<file path="src/rtl/fm_range_sequencer.sv">
// Measurement cycle sequencer and auto-range controller for the decade-counter frequency meter.
// Each cycle runs clear -> gate -> settle -> evaluate; evaluation either retries on another range or latches.
module fm_range_sequencer #(
    parameter int N_RANGES   = 3,
    parameter int GATE_MAX   = 1000,
    parameter int RATIO      = 10,
    parameter int SETTLE     = 2,
    parameter int MAX_RETRY  = 4,
    parameter int INIT_RANGE = 0
) (
    input  logic                                              i_clk,
    input  logic                                              i_clr,
    input  logic                                              i_run,
    input  logic                                              i_ovf,
    input  logic                                              i_udf,
    output logic                                              o_gate,
    output logic                                              o_cnt_clr,
    output logic                                              o_latch,
    output logic                                              o_done,
    output logic [((N_RANGES > 1) ? $clog2(N_RANGES) : 1)-1:0] o_range,
    output logic                                              o_range_chg,
    output logic                                              o_q_ovf,
    output logic                                              o_range_err,
    output logic                                              o_busy,
    output logic [2:0]                                        o_state
);

    localparam int RW   = (N_RANGES > 1) ? $clog2(N_RANGES) : 1;
    localparam int CW_G = $clog2(GATE_MAX + 1);
    localparam int CW_S = (SETTLE > 0) ? $clog2(SETTLE + 1) : 1;
    localparam int CW   = (CW_G > CW_S) ? CW_G : CW_S;
    localparam int TW   = (MAX_RETRY > 0) ? $clog2(MAX_RETRY + 1) : 1;
    localparam int TABN = 1 << RW;
    localparam logic [CW-1:0] SETTLE_LOAD = CW'((SETTLE > 0) ? SETTLE - 1 : 0);

    typedef enum logic [2:0] {
        S_IDLE  = 3'd0,
        S_CLEAR = 3'd1,
        S_GATE  = 3'd2,
        S_WAIT  = 3'd3,
        S_EVAL  = 3'd4,
        S_LATCH = 3'd5,
        S_DONE  = 3'd6
    } state_t;

    state_t          r_state;
    state_t          w_next;
    logic [CW-1:0]   r_cnt;
    logic [RW-1:0]   r_range;
    logic [TW-1:0]   r_retry;
    logic            r_range_chg;
    logic            r_forced;
    logic            r_q_ovf;
    logic            r_range_err;
    logic            w_force;
    logic            w_up;
    logic            w_dn;
    logic [CW-1:0]   w_gate_tab [TABN];

    // Gate length table G(r) = GATE_MAX / RATIO^r; unused encodings get a harmless 1.
    genvar g;
    generate
        for (g = 0; g < TABN; g++) begin : g_tab
            localparam int GV = (g < N_RANGES) ? GATE_MAX / (RATIO ** g) : 1;
            assign w_gate_tab[g] = CW'(GV);
        end
    endgenerate

    // Evaluation decisions; rule order is force, then overflow, then underflow.
    assign w_force = (r_retry == TW'(MAX_RETRY));
    assign w_up    = i_ovf && (r_range < RW'(N_RANGES - 1));
    assign w_dn    = !i_ovf && i_udf && (r_range != '0);

    always_ff @(posedge i_clk or posedge i_clr) begin
        if (i_clr) begin
            r_state <= S_IDLE;
        end else begin
            r_state <= w_next;
        end
    end

    always_comb begin
        w_next = r_state;
        case (r_state)
            S_IDLE:  if (i_run) w_next = S_CLEAR;
            S_CLEAR: w_next = S_GATE;
            S_GATE: begin
                if (r_cnt == '0) w_next = (SETTLE == 0) ? S_EVAL : S_WAIT;
            end
            S_WAIT:  if (r_cnt == '0) w_next = S_EVAL;
            S_EVAL: begin
                if (w_force)           w_next = S_LATCH;
                else if (w_up || w_dn) w_next = S_CLEAR;
                else                   w_next = S_LATCH;
            end
            S_LATCH: w_next = S_DONE;
            S_DONE:  w_next = i_run ? S_CLEAR : S_IDLE;
            default: w_next = S_IDLE;
        endcase
    end

    always_ff @(posedge i_clk or posedge i_clr) begin
        if (i_clr) begin
            r_cnt       <= '0;
            r_range     <= RW'(INIT_RANGE);
            r_retry     <= '0;
            r_range_chg <= 1'b0;
            r_forced    <= 1'b0;
            r_q_ovf     <= 1'b0;
            r_range_err <= 1'b0;
        end else begin
            r_range_chg <= 1'b0;
            case (r_state)
                S_CLEAR: r_cnt <= w_gate_tab[r_range] - 1'b1;
                S_GATE: begin
                    if (r_cnt == '0) r_cnt <= SETTLE_LOAD;
                    else             r_cnt <= r_cnt - 1'b1;
                end
                S_WAIT: begin
                    if (r_cnt != '0) r_cnt <= r_cnt - 1'b1;
                end
                S_EVAL: begin
                    if (w_force) begin
                        r_range_err <= 1'b1;
                        r_forced    <= 1'b1;
                    end else if (w_up) begin
                        r_range     <= r_range + 1'b1;
                        r_range_chg <= 1'b1;
                        r_retry     <= r_retry + 1'b1;
                        r_forced    <= 1'b0;
                    end else if (w_dn) begin
                        r_range     <= r_range - 1'b1;
                        r_range_chg <= 1'b1;
                        r_retry     <= r_retry + 1'b1;
                        r_forced    <= 1'b0;
                    end else begin
                        r_forced    <= 1'b0;
                    end
                end
                S_LATCH: begin
                    r_q_ovf     <= i_ovf;
                    r_range_err <= r_forced;
                    r_retry     <= '0;
                end
                default: ;
            endcase
        end
    end

    // Strobes decode straight from state so an async clear drops them at once.
    assign o_gate      = (r_state == S_GATE);
    assign o_cnt_clr   = (r_state == S_CLEAR);
    assign o_latch     = (r_state == S_LATCH);
    assign o_done      = (r_state == S_DONE);
    assign o_busy      = (r_state != S_IDLE);
    assign o_range     = r_range;
    assign o_range_chg = r_range_chg;
    assign o_q_ovf     = r_q_ovf;
    assign o_range_err = r_range_err;
    assign o_state     = r_state;

endmodule
</file>
<file path="config.mk">
export PLATFORM = sky130hd
export DESIGN_NAME = fm_range_sequencer
export DESIGN_NICKNAME = d
export VERILOG_FILES = /design/src/rtl/fm_range_sequencer.sv
export SDC_FILE = /design/constraint.sdc
export NUM_CORES = 1
export LEC_CHECK = 0
export BUFFER_PORTS_ARGS = -buffer_cell sky130_fd_sc_hd__buf_2
export CORE_MARGIN = 3
export CORE_UTILIZATION = 37
export CTS_BUF_LIST = sky130_fd_sc_hd__clkbuf_8 sky130_fd_sc_hd__clkbuf_16
export DETAILED_ROUTE_END_ITERATION = 8
export HOLD_SLACK_MARGIN = 0.05
export MAX_ROUTING_LAYER = met4
export SKIP_CTS_REPAIR_TIMING = 1
export SYNTH_ARGS = -nofsm -noshare
export SYNTH_HDL_FRONTEND = slang
export SYNTH_SLANG_ARGS = --single-unit
</file>
<file path="constraint.sdc">
create_clock -name i_clk -period 2.1 [get_ports i_clk]
set_input_delay 0.21 -clock i_clk [delete_from_list [all_inputs] [get_ports i_clk]]
set_output_delay 0.21 -clock i_clk [all_outputs]
set_load 0.1 [all_outputs]
</file>
==> flow_results.xml <==
<?xml version="1.0" encoding="UTF-8"?>
<metrics>
  <group name="outcome">
    <metric name="outcome" unit="">finished clean</metric>
  </group>
  <group name="worst_setup_path">
    <metric name="worst-path-max-fanout" unit="">5</metric>
    <metric name="timing.critical_path.slowest_stage_cell" unit="">dfrtp_1</metric>
    <metric name="critical_path_class" unit="">reg2reg</metric>
    <metric name="worst-endpoint-arrival" unit="ns">2.15</metric>
    <metric name="required_time_of_the_critical_path" unit="ns">2.26</metric>
    <metric name="max_stage_delay" unit="ns">0.40</metric>
    <metric name="endpoint_kind" unit="">flip-flop</metric>
    <metric name="worstPathCellList" unit="">inv_1 &gt; ha_2 &gt; nor4b_4 &gt; a41o_1 &gt; o22ai_1 &gt; mux2_2</metric>
    <metric name="r2r_slack" unit="ns">0.11</metric>
    <metric name="worst_setup_path_start_kind" unit="">flip-flop</metric>
  </group>
  <group name="sta">
    <metric name="timing_worst_slew_pin_value" unit="ns">0.8427</metric>
    <metric name="period_share" unit="">0.9455</metric>
    <metric name="relSlewSlack" unit="">0.4370</metric>
    <metric name="setup_repair_after_global_routing_missed_its_margin" unit="">no</metric>
    <metric name="timing_max_transition_violations_final" unit="">0</metric>
    <metric name="setup_viol" unit="">0</metric>
    <metric name="timing.final.ws_setup" unit="ns">0.1144</metric>
    <metric name="fin_crit" unit="ns">1.986</metric>
    <metric name="fin_setup_tns" unit="ns">0</metric>
    <metric name="max_freq" unit="GHz">0.5036</metric>
    <metric name="final_hold_viol_count" unit="">0</metric>
    <metric name="clock-skew-final" unit="ns">0.006473</metric>
  </group>
  <group name="finish">
    <metric name="commonest_non_fill_non_tap_cells_in_the_layout" unit="">dfrtp_1, buf_2, inv_1</metric>
    <metric name="final_nets" unit="">177</metric>
    <metric name="final.fill_count" unit="">353</metric>
    <metric name="layout-drive-gt1-share" unit="">0.2857</metric>
    <metric name="diodes" unit="">0</metric>
    <metric name="multi_input_area" unit="um^2">763.2</metric>
    <metric name="ff_latch_area" unit="um^2">555.5</metric>
    <metric name="final_common_cell" unit="">dfrtp_1</metric>
    <metric name="area.growth.synth_to_final" unit="%">19.19</metric>
  </group>
  <group name="place">
    <metric name="post_placement_setup_slack" unit="ns">0.09455</metric>
    <metric name="place.port_buffers" unit="">17</metric>
    <metric name="finalWeightedCongestion" unit="">0.9472</metric>
    <metric name="post-dp-hpwl" unit="mm">2.474</metric>
  </group>
  <group name="yosys">
    <metric name="netlist.top_cell.by_area" unit="">dfrtp_1</metric>
    <metric name="synth_area_leaders" unit="">dfrtp_1, inv_1, o22ai_1, a221oi_1, ha_1</metric>
    <metric name="synth-warning-count" unit="">0</metric>
    <metric name="netlist.area_leader.share" unit="">0.3982</metric>
    <metric name="synthesis.instances" unit="">150</metric>
    <metric name="count_of_flip_flops_with_a_built_in_enable_after_synthesis" unit="">0</metric>
    <metric name="register_area_share_after_synthesis" unit="">0.3982</metric>
    <metric name="synth_flop_cell" unit="">dfrtp_1</metric>
    <metric name="syn_avg_cell_area" unit="um^2">9.217</metric>
    <metric name="synth.distinct_cells" unit="">52</metric>
    <metric name="synth_area" unit="um^2">1383</metric>
    <metric name="synth.net_count" unit="">158</metric>
    <metric name="async_flop_share" unit="">1.000</metric>
    <metric name="synth_seq_cells" unit="">22</metric>
  </group>
  <group name="grt">
    <metric name="maximum_number_of_pins_on_one_net_before_global_route_repair" unit="">23</metric>
    <metric name="grt_first_pass_wirelength" unit="mm">5.796</metric>
    <metric name="grt_antenna_before_repair" unit="">0</metric>
    <metric name="first_global_vias" unit="">1154</metric>
    <metric name="globalRouteTotalUtil" unit="">0.1765</metric>
    <metric name="total_global_routing_overflow" unit="">0</metric>
  </group>
  <group name="die">
    <metric name="dieHeight" unit="um">67.13</metric>
    <metric name="core-area" unit="um^2">3468</metric>
    <metric name="start_util" unit="">0.3986</metric>
    <metric name="top_level_ports" unit="">18</metric>
    <metric name="placement_rows" unit="">21</metric>
    <metric name="fp.dieArea" unit="um^2">4506</metric>
    <metric name="chipWidth" unit="um">67.13</metric>
  </group>
  <group name="clock_tree">
    <metric name="cts_buffers" unit="">3</metric>
    <metric name="clockRootBuffer" unit="">clkbuf_8</metric>
    <metric name="clock_sinks" unit="">22</metric>
    <metric name="clk-insertion-delay-late" unit="ns">0.27</metric>
    <metric name="cts_tree" unit="">yes</metric>
    <metric name="clkSlewWorstSetupHoldPaths" unit="ns">0.09</metric>
    <metric name="htreeDepth" unit="">1</metric>
    <metric name="max-clock-path-buffers" unit="">2</metric>
  </group>
  <group name="drt">
    <metric name="vias" unit="">1274</metric>
    <metric name="wire_per_inst" unit="um">16.46</metric>
    <metric name="antenna_left" unit="">0</metric>
    <metric name="drt-pass1-iter-count" unit="">4</metric>
    <metric name="vias_per_cell" unit="">5.953</metric>
    <metric name="drt_wl_total" unit="mm">3.523</metric>
    <metric name="drt-initial-drc-count" unit="">70</metric>
    <metric name="detail_route.drc_violations" unit="">0</metric>
  </group>
  <group name="run">
    <metric name="maxCapViolations" unit="">0</metric>
  </group>
  <group name="pwr">
    <metric name="power-per-cell-area" unit="nW/um^2">1524</metric>
    <metric name="total_leakage_power" unit="uW">0.0006970</metric>
    <metric name="ir_worst_vdd" unit="uV">659.8</metric>
  </group>
  <group name="hold_path">
    <metric name="min-delay-path-class" unit="">in2reg</metric>
  </group>
</metrics>
[cell type report]
type                    count  area share
multi-input cells         103      0.4632
flip-flops and latches     22      0.3371
repair buffers             24     0.08504
inverters                  15     0.03645
well taps                  46     0.03493
clock buffers               3     0.02506
clock inverters             1     0.01822
[layer usage]
layer  part of all wire  GRT usage
met1               0.48     0.2510
met2               0.44     0.2442
met3              0.051    0.02329
met4              0.023    0.08861
met5                  0          -
[logic make-up after synthesis]
family          count (synthesis)  share of synthesized area
compound gates                 52                     0.2751
flops                          22                     0.3982
xor+xnor                        2                    0.01267
buf+inv                        25                    0.07239
mux                             4                    0.03077
simple gates                   42                     0.1837
fa+ha+maj                       3                    0.02715
[power by group]
part / internal [uW] / switching, uW
Clock: 255 / 149
Combinational: 443 / 875
Sequential: 557 / 231
[cells in the mapped netlist (all sizes together), types with 3 or more instances]
cell	instances
nand2	7
o21ai	6
dfrtp	22
nor2	7
buf	4
a21oi	8
nand2b	3
o22ai	8
clkbuf	6
a221oi	5
nor3	5
inv	15
or3	4
and3	3
nand4	3
ha	3
[sequential cells by signal, summed over array words and instances (netlist names)]
name and flops:
o_q_ovf 1, r_forced 1, o_range_chg 1, o_state 3, o_range_err 1, r_cnt 10
o_range 2, r_retry 3
[final timing paths]
check | depth (start not counted) | to | startpoint
worst max-delay path | 6 | r_cnt[1]$_DFFE_PP0P_ | r_cnt[0]$_DFFE_PP0P_
max in group asynchronous | 4 | o_state[0]$_DFFE_PP0P_ | i_clr
worst min register to register | 1 | o_range_err$_DFFE_PP0P_ | o_range_err$_DFFE_PP0P_
worst min-delay path | 2 | o_q_ovf$_DFFE_PP0P_ | i_ovf
worst max register to register | 6 | r_cnt[1]$_DFFE_PP0P_ | r_cnt[0]$_DFFE_PP0P_
min in group asynchronous | 4 | o_range_chg$_DFF_PP0_ | i_clr
[critical path: cells and delay by family (launching register included)]
family	cells	cell delay, ns
compound gates	2	0.51
flops	1	0.40
buf+inv	1	0.11
fa+ha+maj	1	0.24
simple gates	1	0.34
mux	1	0.27
[metrics by stage]
step	util	hold slack, ns	cells	total power, uW	instance area [um^2]
floorplan	-	0.1989	150	1790	1404
global placement	0.4462	0.2597	209	2039	1548
detailed placement	0.4462	0.2697	209	2067	1548
CTS	0.4668	-0.02638	213	2471	1619
global route	0.4751	0.2283	214	2679	1648
finish	0.4751	0.2180	214	2511	1648
Note: power is estimated with default switching activity, not from simulation.
